**config.mk**
```make
export PLATFORM = sky130hd
export DESIGN_NAME = regfile
export DESIGN_NICKNAME = d
export VERILOG_FILES = /design/src/rtl/regfile.sv
export SDC_FILE = /design/constraint.sdc
export NUM_CORES = 2
export LEC_CHECK = 0
export ABC_AREA = 0
export BUFFER_PORTS_ARGS = -buffer_cell sky130_fd_sc_hd__buf_4
export CAP_MARGIN = 10
export CORE_UTILIZATION = 45
export CTS_BUF_LIST = sky130_fd_sc_hd__clkbuf_4
export CTS_CLUSTER_SIZE = 12
export DETAILED_ROUTE_END_ITERATION = 10
export GPL_TIMING_DRIVEN = 0
export SLEW_MARGIN = 20
export SYNTH_ARGS = -nofsm -noshare
export SYNTH_HDL_FRONTEND = slang
export SYNTH_SLANG_ARGS = --single-unit
```
**constraint.sdc**
```tcl
create_clock -name clk -period 2.9 [get_ports clk]
set_input_delay 0.58 -clock clk [delete_from_list [all_inputs] [get_ports clk]]
set_output_delay 0.58 -clock clk [all_outputs]
set_load 0.03 [all_outputs]
```
**src/rtl/regfile.sv**
```systemverilog
// Two-read/one-write register file with r0 hardwired to zero,
// optional same-cycle write bypass and a stored-contents debug port.
module regfile #(
    parameter int WIDTH  = 32,
    parameter int ADDR_W = 5,
    parameter bit BYPASS = 1'b1
) (
    input  logic              clk,
    input  logic              rst_n,
    input  logic [ADDR_W-1:0] ra1,
    output logic [WIDTH-1:0]  rd1,
    input  logic [ADDR_W-1:0] ra2,
    output logic [WIDTH-1:0]  rd2,
    input  logic              we3,
    input  logic [ADDR_W-1:0] wa3,
    input  logic [WIDTH-1:0]  wd3,
    input  logic [ADDR_W-1:0] dbg_addr,
    output logic [WIDTH-1:0]  dbg_data
);

    localparam int NREG = 2 ** ADDR_W;

    logic [WIDTH-1:0] regs [NREG-1:1];
    logic [WIDTH-1:0] view [NREG];
    logic             wr_en;
    logic             hit1;
    logic             hit2;

    assign wr_en = rst_n && we3 && (wa3 != '0);

    always_ff @(posedge clk or negedge rst_n) begin
        if (!rst_n) begin
            for (int i = 1; i < NREG; i++) begin
                regs[i] <= '0;
            end
        end else if (wr_en) begin
            regs[wa3] <= wd3;
        end
    end

    // Full-size view so every address encoding decodes to defined data.
    assign view[0] = '0;
    for (genvar g = 1; g < NREG; g++) begin : g_view
        assign view[g] = regs[g];
    end

    assign hit1 = BYPASS && wr_en && (wa3 == ra1);
    assign hit2 = BYPASS && wr_en && (wa3 == ra2);

    always_comb begin
        rd1      = '0;
        rd2      = '0;
        dbg_data = '0;
        if (rst_n) begin
            rd1      = hit1 ? wd3 : view[ra1];
            rd2      = hit2 ? wd3 : view[ra2];
            dbg_data = view[dbg_addr];
        end
    end

endmodule

```
==> results list <==
- In this run the clock root is driven by a sky130_fd_sc_hd__clkbuf_4.
* Required time reported for the critical path endpoint: 2.32 ns
- Worst-case hold slack: 0.0290 ns
- The register with the most flip-flops in the final layout is regs.
- Excluding fillers, the count of instances in the completed layout stands at 7190.
- Count of input and output buffers: 136
* Startpoint-to-endpoint class of the critical path: register to output port
- The synthesized design spends more area on one cell type than any other, namely sky130_fd_sc_hd__dfrtp_1.
- Final Routed Wirelength: 339 mm
* Number of placed instances with taps included: 6508
- The number of hold violations in the final report was 0.
* Data arrival time of the critical path: 3.42 ns
* Post-Route Skew: 0 ns
* Largest net degree at the start of global routing: 140
- Part of the power in the clock network: 0.327
* Critical Path Source Type: register
* Final routed wire length divided by cell count: 47.2 um
- Number of antenna violations at the first check in global routing: 27
- Reg power frac: 0.404
- Of the cells placed in the final design, the portion with a size suffix greater than 1 is 0.570.
* Dominant register cell in the synthesized netlist: sky130_fd_sc_hd__dfrtp_1
- The final number of max-transition violations is 0.
- VDD IR-drop max: 0.413 mV
- STA classifies the critical path endpoint as an output port.
- CTS clock-pin slew for the worst setup and hold paths: 0.07 ns
* 1st-iter DRT viols: 8544
* Biggest regs: regs x992
- Setup slack after layout: -1.10 ns
- Setup slack after placement: -2.23 ns
- DRC violation count after routing: 0
- Cell Area, Synth: 62600 um2
* Via count: 53700
- After layout, the design draws a total of 0.0434 W.
- In the synthesized netlist the async set-or-reset flop fraction comes to 1.00.
- Of all nets on the critical path, the largest fanout is 4.
- Setup violations remaining at the end of the flow were counted as 96.
- In this run the core area contains 136 standard-cell rows.
- Top area cells in the synthesized netlist: sky130_fd_sc_hd__dfrtp_1 (40%), sky130_fd_sc_hd__mux2_2 (20%), sky130_fd_sc_hd__mux4_2 (19%), sky130_fd_sc_hd__mux2i_1 (7.0%), sky130_fd_sc_hd__buf_2 (1.4%)
- Share of total power in combinational logic: 0.268
* Synth Instances: 4561
- Total iterations of the first detailed-routing run: 8
- Setup repair after global routing could not meet its margin everywhere.
- Of the synthesized area, sequential elements account for 0.397.
- Dividing the final minimum period by the clock period gives 1.38.
- In this run, synthesis inferred 0 flip-flops with an integrated enable.
- Routability-driven placement finished with a final weighted congestion of 1.09.
- Worst min path class: input pin to register
- The number of clock buffers added by TritonCTS is 308.
* Post-route minimum period: 4.00 ns
- The clock passes through at most 4 buffers.
- The die is 375 um tall.
- The number of different library cells used by synthesis comes to 54.
- Max-cap violations in this run came to 0.
- The number of global-route vias before repair came to 51300.
- The tree built by TritonCTS fans out to 992 sinks.
- In the final design database the tool counted 5257 nets.
- Number of flip-flops in the largest register: 992
* Area share of the leading cell type in the synthesized netlist: 0.397
- Combined global-route utilization of all metal layers: 0.478
- For this configuration, the core starts out at a cell density of 0.455.
* Cell internal power dissipation: 0.0286 W
* Syn avg cell area: 13.7 um2
- Post-synth top cells: sky130_fd_sc_hd__mux2_2 (1100), sky130_fd_sc_hd__dfrtp_1 (992), sky130_fd_sc_hd__mux4_2 (532)
- Remaining global-route overflow: 0
* Placeable core area: 138000 um2
- P_leak: 33.2 nW
- Achievable clock frequency: 250 MHz
- Clock tree from TritonCTS: built
* Clock insertion delay at the later pin of the skew report: 1.35 ns
- Run status: finished, violations left
- Of the total power, the share spent switching nets is 0.341.
- The die is 375 um wide.
- Average vias per placed instance: 7.47
- After synthesis the netlist holds a flip-flop and latch count of 992.
* DRT antenna net count: 0
- The H-tree was split into 5 levels.
- The Yosys step of the flow raised 0 warnings.
- Remaining max-slew budget at the tightest pin: 0.0686
- From synthesis to final layout, the design area changed by 19.5%.
- Die Outline Area: 141000 um2
- During I/O placement, the number of pins put on the boundary was 151.
- The analysis attributes to net switching a power of 0.0148 W.
- Sum of net half-perimeters after detailed placement: 227 mm
- The first global-routing pass estimated 448 mm of wire.
- Violated checks: negative setup slack
- PwrDens: 581 nW/um2
- For the pin with the worst max-slew slack, the measured transition is 1.39 ns.
- By instance count, the leading cell after synthesis is sky130_fd_sc_hd__mux2_2.
- Net count of the mapped netlist: 4616
-- metal layers --
| metal | wire length, um | GRT usage | vias up |
|---|---|---|---|
| li1 | - | - | 19400 |
| met5 | 555 | 0.0110 | - |
| met3 | 56600 | 0.274 | 1396 |
| met1 | 121000 | 0.588 | 27800 |
| met2 | 132000 | 0.614 | 5053 |
| met4 | 28900 | 0.350 | 30 |
-- what timing repair did --
item	CTS	global route
gates resized for setup	610	108
buffers inserted	95	38
cloned	3	0
hold buffers	48	0
setup endpoints to repair	96	96
pin swaps	168	70
hold endpoints to repair	1064	0
-- cell usage in the layout, fill, tap and decap left out, types with 39 or more instances in the layout --
cell type	n
sky130_fd_sc_hd__mux2i_1	400
sky130_fd_sc_hd__buf_6	183
sky130_fd_sc_hd__mux2_2	1097
sky130_fd_sc_hd__a22oi_1	71
sky130_fd_sc_hd__nand2_1	124
sky130_fd_sc_hd__clkbuf_4	477
sky130_fd_sc_hd__clkbuf_1	89
sky130_fd_sc_hd__mux4_2	538
sky130_fd_sc_hd__nand3_1	40
sky130_fd_sc_hd__clkbuf_2	69
sky130_fd_sc_hd__buf_4	225
sky130_fd_sc_hd__o211ai_1	42
sky130_fd_sc_hd__nor2_1	43
sky130_fd_sc_hd__dfrtp_1	992
sky130_fd_sc_hd__buf_1	56
sky130_fd_sc_hd__buf_2	98
sky130_fd_sc_hd__a21oi_1	67
sky130_fd_sc_hd__a22o_1	49
sky130_fd_sc_hd__dlygate4sd3_1	39
-- cell type report --
cell class	count	area, um2
Tap cell	1794	2240
Buffer	518	3350
Clock buffer	436	3270
Timing Repair Buffer	337	3680
Fill cell	11900	62900
Clock inverter	48	317
Sequential cell	992	24800
Antenna cell	20	50.0
Inverter	1	3.75
Multi-Input combinational cell	3044	37000
-- power by group through the flow --
stage | clock [W] | sequential, W | combinational [W]
2_1_floorplan | 0 | 0.0171 | 0.00651
3_3_place_gp | 0 | 0.0176 | 0.00968
3_5_place_dp | 0 | 0.0177 | 0.00985
4_1_cts | 0.0141 | 0.0174 | 0.0110
5_1_grt | 0.0148 | 0.0177 | 0.0118
6_report | 0.0142 | 0.0175 | 0.0116
-- path summary, 6_finish.rpt --
check / startpoint / end / slack [ns] / depth (start not counted)
min reg2reg: regs[598]$_DFFE_PN0P_ / regs[598]$_DFFE_PN0P_ / 0.55 / 1
min in group asynchronous: rst_n / regs[862]$_DFFE_PN0P_ / 0.30 / 5
min: wd3[9] / regs[969]$_DFFE_PN0P_ / 0.03 / 3
max reg2reg: regs[962]$_DFFE_PN0P_ / regs[962]$_DFFE_PN0P_ / 1.84 / 3
max: regs[960]$_DFFE_PN0P_ / dbg_data[0] / -1.10 / 4
max in group asynchronous: rst_n / regs[324]$_DFFE_PN0P_ / 1.03 / 8
-- through the flow --
stage	setup TNS (ns)	area (um2)	util
after floorplan	-1.86	62700	-
after global placement	-	66000	0.479
after detailed placement	-931.57	66500	0.483
after CTS	-81.67	73900	0.537
after global routing	-83.53	74700	0.543
final	-85.62	74700	0.543
-- cells by family after synthesis --
logic type / count (synthesis) / share of synthesized area
AND/OR/NAND/NOR: 364 / 0.0278
XOR/XNOR: 10 / 0.00140
multiplexers: 2091 / 0.465
flip-flops: 992 / 0.397
buffers and inverters: 525 / 0.0397
AO/OA/AOI/OAI: 579 / 0.0692
-- critical path, stage by stage (launching register included) --
cell,delay (ns)
sky130_fd_sc_hd__dfrtp_1,0.41
sky130_fd_sc_hd__mux4_2,0.49
sky130_fd_sc_hd__mux4_2,0.66
sky130_fd_sc_hd__a22o_4,0.36
sky130_fd_sc_hd__buf_6,0.15
No activity file was read; power rests on OpenSTA's default activity.
